## config.mk

```make
export PLATFORM = sky130hd
export DESIGN_NAME = instr_fetch_unit_flat
export DESIGN_NICKNAME = d
export VERILOG_FILES = /design/src/rtl/instr_fetch_unit_if.sv /design/src/rtl/instr_fetch_unit.sv /design/src/flat_wrapper.sv
export SDC_FILE = /design/constraint.sdc
export NUM_CORES = 1
export LEC_CHECK = 0
export ABC_AREA = 1
export BUFFER_PORTS_ARGS = -buffer_cell sky130_fd_sc_hd__buf_4
export CAP_MARGIN = 20
export CORE_ASPECT_RATIO = 0.7
export CORE_UTILIZATION = 45
export DETAILED_ROUTE_END_ITERATION = 8
export GPL_TIMING_DRIVEN = 0
export PLACE_DENSITY = 0.67
export SLEW_MARGIN = 40
export SYNTH_ARGS = -nofsm -noshare
export SYNTH_HDL_FRONTEND = slang
export SYNTH_SLANG_ARGS = --single-unit
```

## constraint.sdc

```tcl
create_clock -name clk -period 3.2 [get_ports clk]
set_input_delay 0.48 -clock clk [delete_from_list [all_inputs] [get_ports clk]]
set_output_delay 0.48 -clock clk [all_outputs]
set_load 0.005 [all_outputs]
```

## src/rtl/instr_fetch_unit_if.sv

```systemverilog
// Fetch unit bus bundle: instruction-memory read channel,
// redirect input and decode-side valid/ready channel.
//   master: fetch unit side (drives imem_req/addr, instr_*)
//   slave : environment side (memory, branch unit, decode)
interface instr_fetch_unit_if;
    logic        imem_req;
    logic [31:0] imem_addr;
    logic        imem_gnt;
    logic        imem_rvalid;
    logic [31:0] imem_rdata;
    logic        redirect_valid;
    logic [31:0] redirect_pc;
    logic        instr_valid;
    logic        instr_ready;
    logic [31:0] instr;
    logic [31:0] instr_pc;

    modport master (
        output imem_req, imem_addr,
        input  imem_gnt, imem_rvalid, imem_rdata,
        input  redirect_valid, redirect_pc,
        output instr_valid, instr, instr_pc,
        input  instr_ready
    );

    modport slave (
        input  imem_req, imem_addr,
        output imem_gnt, imem_rvalid, imem_rdata,
        output redirect_valid, redirect_pc,
        input  instr_valid, instr, instr_pc,
        output instr_ready
    );
endinterface

```

## src/rtl/instr_fetch_unit.sv

```systemverilog
// Instruction fetch: PC, single-outstanding imem reads,
// PC-tagged instruction FIFO and redirect/flush handling.
//   clk, rst : clock, synchronous active-high reset
//   bus      : instr_fetch_unit_if.master (imem, redirect, decode)
module instr_fetch_unit #(
    parameter logic [31:0] RESET_PC   = 32'h0000_0000,
    parameter int          FIFO_DEPTH = 2
) (
    input logic                clk,
    input logic                rst,
    instr_fetch_unit_if.master bus
);
    localparam int PW = (FIFO_DEPTH > 1) ? $clog2(FIFO_DEPTH) : 1;
    localparam int CW = $clog2(FIFO_DEPTH + 1);
    localparam logic [CW-1:0] FULL = CW'(FIFO_DEPTH);
    localparam logic [PW-1:0] LAST = PW'(FIFO_DEPTH - 1);

    typedef enum logic [1:0] {
        IDLE,
        REQ,
        WAIT,
        DISCARD
    } state_t;

    state_t        state_q, state_d;
    logic [31:0]   fetch_pc_q, fetch_pc_d;
    logic [31:0]   req_pc_q, req_pc_d;
    logic [31:0]   buf_instr_q [FIFO_DEPTH];
    logic [31:0]   buf_pc_q [FIFO_DEPTH];
    logic [PW-1:0] wr_ptr_q, rd_ptr_q;
    logic [CW-1:0] count_q, count_d;
    logic [CW-1:0] count_pushed;
    logic          push;
    logic          pop;
    logic          redir;

    assign redir = bus.redirect_valid;
    assign pop   = (count_q != '0) & bus.instr_ready;

    // Occupancy after this cycle's push and pop, used to
    // decide whether another fetch fits.
    assign count_pushed = count_q + CW'(1) - CW'(pop);

    assign bus.imem_req    = (state_q == REQ);
    assign bus.imem_addr   = fetch_pc_q;
    assign bus.instr_valid = (count_q != '0);
    assign bus.instr       = buf_instr_q[rd_ptr_q];
    assign bus.instr_pc    = buf_pc_q[rd_ptr_q];

    always_comb begin
        state_d    = state_q;
        fetch_pc_d = fetch_pc_q;
        req_pc_d   = req_pc_q;
        push       = 1'b0;
        unique case (state_q)
            IDLE: begin
                if (count_q < FULL) state_d = REQ;
            end
            REQ: begin
                if (bus.imem_gnt) begin
                    if (redir) begin
                        state_d = DISCARD;
                    end else begin
                        req_pc_d   = fetch_pc_q;
                        fetch_pc_d = fetch_pc_q + 32'd4;
                        state_d    = WAIT;
                    end
                end
            end
            WAIT: begin
                if (redir) begin
                    state_d = bus.imem_rvalid ? IDLE : DISCARD;
                end else if (bus.imem_rvalid) begin
                    push    = 1'b1;
                    state_d = (count_pushed < FULL) ? REQ : IDLE;
                end
            end
            DISCARD: begin
                if (bus.imem_rvalid) state_d = IDLE;
            end
            default: state_d = IDLE;
        endcase
        if (redir) fetch_pc_d = bus.redirect_pc & ~32'd3;
    end

    // A redirect flushes the buffer; a same-cycle pop has
    // already been seen by decode, so dropping it is safe.
    always_comb begin
        count_d = count_q + CW'(push) - CW'(pop);
        if (redir) count_d = '0;
    end

    always_ff @(posedge clk) begin
        if (rst) begin
            state_q    <= IDLE;
            fetch_pc_q <= RESET_PC;
            req_pc_q   <= '0;
            wr_ptr_q   <= '0;
            rd_ptr_q   <= '0;
            count_q    <= '0;
            for (int i = 0; i < FIFO_DEPTH; i++) begin
                buf_instr_q[i] <= '0;
                buf_pc_q[i]    <= '0;
            end
        end else begin
            state_q    <= state_d;
            fetch_pc_q <= fetch_pc_d;
            req_pc_q   <= req_pc_d;
            count_q    <= count_d;
            if (redir) begin
                wr_ptr_q <= '0;
                rd_ptr_q <= '0;
            end else begin
                if (push) begin
                    buf_instr_q[wr_ptr_q] <= bus.imem_rdata;
                    buf_pc_q[wr_ptr_q]    <= req_pc_q;
                    wr_ptr_q <= (wr_ptr_q == LAST) ?
                                '0 : wr_ptr_q + PW'(1);
                end
                if (pop) begin
                    rd_ptr_q <= (rd_ptr_q == LAST) ?
                                '0 : rd_ptr_q + PW'(1);
                end
            end
        end
    end
endmodule

```

## src/flat_wrapper.sv

```systemverilog
// flat-port wrapper written by rule: the top's interface ports become plain ports
module instr_fetch_unit_flat 
#(
    parameter logic [31:0] RESET_PC   = 32'h0000_0000,
    parameter int          FIFO_DEPTH = 2
)
  (clk, rst, bus_imem_req, bus_imem_addr, bus_imem_gnt, bus_imem_rvalid, bus_imem_rdata, bus_redirect_valid, bus_redirect_pc, bus_instr_valid, bus_instr, bus_instr_pc, bus_instr_ready);
  instr_fetch_unit_if bus_i ();
  input logic clk;
  input logic rst;
  output wire logic [$bits(bus_i.imem_req)-1:0] bus_imem_req;
  output wire logic [$bits(bus_i.imem_addr)-1:0] bus_imem_addr;
  input wire logic [$bits(bus_i.imem_gnt)-1:0] bus_imem_gnt;
  input wire logic [$bits(bus_i.imem_rvalid)-1:0] bus_imem_rvalid;
  input wire logic [$bits(bus_i.imem_rdata)-1:0] bus_imem_rdata;
  input wire logic [$bits(bus_i.redirect_valid)-1:0] bus_redirect_valid;
  input wire logic [$bits(bus_i.redirect_pc)-1:0] bus_redirect_pc;
  output wire logic [$bits(bus_i.instr_valid)-1:0] bus_instr_valid;
  output wire logic [$bits(bus_i.instr)-1:0] bus_instr;
  output wire logic [$bits(bus_i.instr_pc)-1:0] bus_instr_pc;
  input wire logic [$bits(bus_i.instr_ready)-1:0] bus_instr_ready;
  assign bus_imem_req = bus_i.imem_req;
  assign bus_imem_addr = bus_i.imem_addr;
  assign bus_i.imem_gnt = bus_imem_gnt;
  assign bus_i.imem_rvalid = bus_imem_rvalid;
  assign bus_i.imem_rdata = bus_imem_rdata;
  assign bus_i.redirect_valid = bus_redirect_valid;
  assign bus_i.redirect_pc = bus_redirect_pc;
  assign bus_instr_valid = bus_i.instr_valid;
  assign bus_instr = bus_i.instr;
  assign bus_instr_pc = bus_i.instr_pc;
  assign bus_i.instr_ready = bus_instr_ready;
  instr_fetch_unit #(.RESET_PC(RESET_PC), .FIFO_DEPTH(FIFO_DEPTH)) u_core (.clk(clk), .rst(rst), .bus(bus_i));
endmodule
```

Word level (Yosys, flattened, before mapping)
Memory sizes are Yosys's and may differ from the RTL's. A register that Yosys moved wholly into a read port is not among the register bits.
Cells that the tools add are included.
Widths: inputs -> output; s select.

word-level totals
  register bits = 70
  memories = 2
  logic and storage cells = 71
  bits of input ports = 70
  RAM bits = 128
  output and inout bits = 98

cells by class
  $lt $le $gt $ge = 2
  mux-type cells = 33
  eq/ne operators = 7
  bitwise logic cells = 2
  add/subtract/negate cells = 7
  reduce and logical (&&, ||, !) cells = 11

memories
  memory              depth  width  rd ports  clocked after Yosys merged registers in  write ports  RTL line                source
  u_core.buf_instr_q  2      32     1         1                                        2            instr_fetch_unit.sv:28  logic [31:0] buf_instr_q [FIFO_DEPTH];
  u_core.buf_pc_q     2      32     1         1                                        2            instr_fetch_unit.sv:29  logic [31:0] buf_pc_q [FIFO_DEPTH];

operator list
  cell                   number
  $mux 32                5
  $reduce_or 32->1       2
  $add 32x3->32 const B  1
  $mux 1                 21
  $mux 2                 6
  $pmux 2 s4             1
  $reduce_bool 2->1      3
  $eq 2x2->1 const B     2
  $lt 2x2->1 const B     2
  $ne 2x1->1 const B     2
  $reduce_and 2->1       2
  $reduce_and 4->1       1
  $sub 2x1->2            2
  $ne 3x3->1 const B     1
  $reduce_and 3->1       1
  $add 1x1->1 const B    2
  $add 2x1->2            1
  $add 2x1->2 const B    1
  $eq 2x1->1 const B     1
  $logic_not 2->1        1
  $ne 2x2->1 const B     1
  $reduce_or 2->1        1
  $and 1x1->1            1
  $not 1->1              1

Logic depth before layout (Yosys ltp)
  depth in word-level cells = 9
  gate-level depth with buffers = 10
  mapped depth without buffers = 10

Worst setup path after synthesis
OpenSTA, ideal clock, no wires.

  path type = input to register
  start point = in bus_redirect_valid
  end point = mem u_core.buf_instr_q[0][0], enable pin
  buffers on the path = 2
  stages on the path = 5
  setup time = 421 ps
  setup slack = 251 ps
  arrival time = 2528 ps
  cells stage by stage = buf_4 -> nor2_2 -> nand3_2 -> buf_2 -> nand2_1

RTL lines
  element      RTL line                source
  from (decl)  flat_wrapper.sv:16      input wire logic [$bits(bus_i.redirect_valid)-1:0] bus_redirect_valid;
  to (decl)    instr_fetch_unit.sv:28

==> impl_metrics.ini <==
[route]
ant_nets = 0
num_vias = 6805
drc_errors = 0
via_per_inst = 4.96
routedWlPerCell_um = 16.2
routed_wl_um = 22200
drtIter0Drc = 687
dr.pass1.iters = 5

[placement]
place_inst = 1339
place_congestion = 0.924
dp_hpwl_um = 16200
portBuffers = 161

[power_and_ir_drop]
total_power_mw = 5.68
sequentialPowerShare_pct = 49.5
sw_frac_of_total_pct = 24.0
cellPowerDensity_nw_per_um2 = 512
power_frac_comb_pct = 10.1
p_int_mw = 4.31
clkPwrFrac_pct = 40.4
p_leak_nw = 4.57
p_sw_mw = 1.37
worst_ir_drop_vdd_uv = 350

[logic_synthesis]
syn_area_um2 = 8850
synthFlopType = edfxtp_1
synth.distinct_cells = 41
yosys.area.top_type = edfxtp_1
synth_edf_count = 124
synth_seq_cells = 191
syn_avg_cell_area_um2 = 9.73
synth-warning-count = 0
async_flop_share_pct = 0
syn_inst = 909
synthTopCellsByArea = edfxtp_1 (42%), dfxtp_1 (15%), mux2_2 (7.9%)
synth_top_area_share_pct = 42.1
seq_area_frac_synth_pct = 57.2

[sta]
rsz0062_at_grt = no
hold_viol = 0
clock.fmax_mhz = 385
fin_skew_ns = 0.00869
fin_crit_sh_pct = 81.2
report.final.setup_viol = 0
finalCriticalPeriod_ns = 2.60
worstMarginPinSlew_ns = 0.715
whs_ns = 0.330
drv_slew = 0
slew_headroom_pct = 52.3

[layout]
syn_to_final_growth_pct = 25.3
final_nets = 1168
nFillCells = 1729
multi_input_area_um2 = 3140
diodes = 0
drive_above_1_share_pct = 30.6
fin_cells = 1371
area.sequential_um2 = 5060

[cts]
htree_levels = 4
post_cts_buffers = 0
cts_resized = 0
clk-insertion-delay-late_ns = 0.44
cts_buffer_depth = 2
clk_pin_slew_ns = 0.07
tritoncts = yes
cts_buffers = 17
cts_sinks = 191
cts_hold_buf = 0
root_buffer = clkbuf_16

[setup_path]
r2r-start = u_core.state_q[0]
arrival_ns = 2.12
setup.worst_path.start_class = flop
crit_required_ns = 2.72
crit_end = bus_instr_pc[15]
r2r_end = u_core.buf_pc_q[0][4]
worst-path-max-fanout = 10
rr_worst_depth = 9
critPathKind = reg -> out
end_kind = output port
rrSetupSlack_ns = 0.89

[floorplan]
io_pins = 168
start_util_pct = 46.4
dieArea_um2 = 20200
coreArea_um2 = 19100
rows = 42
die_y_um = 119
die_w_um = 170

[flow_run]
max_cap_viol_count = 0

[global_route]
grt_max_degree = 34
grt_overflow_total = 0
grt_pass1_wl_um = 34600
grt_pass1_vias = 6347
antenna_found_initial = 0
track_usage_pct = 22.7

[hold_path]
hp-start = bus_redirect_pc[3]
worstHoldPathType = in -> reg

[outcome]
status = finished, final reports clean
-- layer usage --
layer / part of all wire, % / routed length [um] / GRT usage (%) / up-vias
li1: - / - / - / 3355
met1: 49 / 11000 / 34.8 / 3178
met2: 42 / 9280 / 32.1 / 253
met3: 7.9 / 1750 / 5.35 / 19
met4: 0.92 / 204 / 4.67 / 0
met5: 0 / 0 / 0 / -
-- Yosys cell counts (3+ instances only) --
| cell type | n |
|---|---|
| nand3_2 | 3 |
| nand3b_1 | 3 |
| clkbuf_1 | 9 |
| a21oi_2 | 4 |
| nor3_1 | 6 |
| inv_2 | 4 |
| nor2_4 | 10 |
| buf_4 | 6 |
| buf_2 | 24 |
| nand2_4 | 3 |
| nor2_1 | 178 |
| edfxtp_1 | 124 |
| mux2_2 | 62 |
| or2_2 | 3 |
| nand2_2 | 8 |
| nand4_1 | 3 |
| ha_1 | 4 |
| o21ai_0 | 39 |
| nand2_1 | 113 |
| buf_6 | 3 |
| nor2_2 | 9 |
| a31oi_1 | 8 |
| a211oi_1 | 8 |
| nand3_1 | 33 |
| inv_1 | 107 |
| dfxtp_1 | 67 |
| a21oi_1 | 49 |
-- power groups by stage --
stage / clock, mW / sequential, mW / combinational, mW
after global placement: 0 / 2.87 / 0.557
after detailed placement: 0 / 2.87 / 0.572
final: 2.29 / 2.81 / 0.574
after CTS: 2.31 / 2.81 / 0.575
after floorplan: 0 / 2.85 / 0.303
after global routing: 2.41 / 2.82 / 0.631
-- kinds of logic after synthesis --
group | after synthesis | share of synthesized area (%)
AO/OA/AOI/OAI | 118 | 7.44
other | 1 | 0.0424
adder cells (fa/ha/maj) | 4 | 0.566
buffers and inverters | 156 | 7.57
AND/OR/NAND/NOR | 374 | 18.9
multiplexers | 62 | 7.89
flip-flops | 191 | 57.2
XOR/XNOR | 3 | 0.382
-- cells in the final DEF, fill, tap and decap left out, types with 3 or more instances in the layout --
cell	n
a211oi_1	8
a21oi_1	49
a21oi_2	4
a31oi_1	8
buf_2	24
buf_4	167
buf_6	3
bufinv_16	4
clkbuf_1	9
clkbuf_16	17
conb_1	4
dfxtp_1	67
edfxtp_1	124
ha_1	4
inv_1	107
inv_2	4
inv_6	4
mux2_2	62
nand2_1	111
nand2_2	8
nand2_4	5
nand3_1	33
nand3_2	3
nand3b_1	3
nand4_1	3
nor2_1	178
nor2_2	9
nor2_4	10
nor3_1	6
o21ai_0	39
or2_2	3
-- sequential cells by signal (all words and copies together) (netlist names), named ones only --
| signal | cells |
|---|---|
| u_core.count_q | 2 |
| u_core.req_pc_q | 30 |
| u_core.rd_ptr_q | 1 |
| u_core.buf_pc_q | 60 |
| u_core.state_q | 2 |
| u_core.wr_ptr_q | 1 |
| u_core.buf_instr_q | 64 |
| u_core.bus.imem_addr | 30 |
-- per-stage QoR --
stage / TNS (ns) / cell area, um2 / worst slack, ns / utilization, %
after floorplan: 0 / 8860 / 0.251 / -
after global placement: -118.85 / 10400 / -0.963 / 54.5
after detailed placement: 0 / 10500 / 0.553 / 54.8
after CTS: 0 / 11100 / 0.503 / 58.1
after global routing: 0 / 11100 / 0.496 / 58.1
final: 0 / 11100 / 0.601 / 58.1
-- layout make-up --
type | instances | area share [%]
clock inverter | 15 | 1.86
buffer | 45 | 2.28
sequential | 191 | 45.7
inverter | 111 | 3.76
clock buffer | 17 | 3.84
multi-input combinational | 565 | 28.3
tap | 264 | 2.98
timing repair buffer | 163 | 11.3
-- how the worst min path moves through the flow --
stage	end	depth (start not counted)
2_1_floorplan	flop	1
3_3_place_gp	u_core.rd_ptr_q	1
3_5_place_dp	flop	1
4_1_cts	u_core.bus.imem_addr[14]	3
5_1_grt	u_core.bus.imem_addr[5]	3
6_report	u_core.bus.imem_addr[3]	3
-- critical path, cell delays in order, from the launching register on --
cell      delay (ns)
dfxtp_1         0.31
clkbuf_1        0.43
buf_2           0.39
mux2_2          0.41
buf_4           0.15
(Power assumes the default switching activity.)
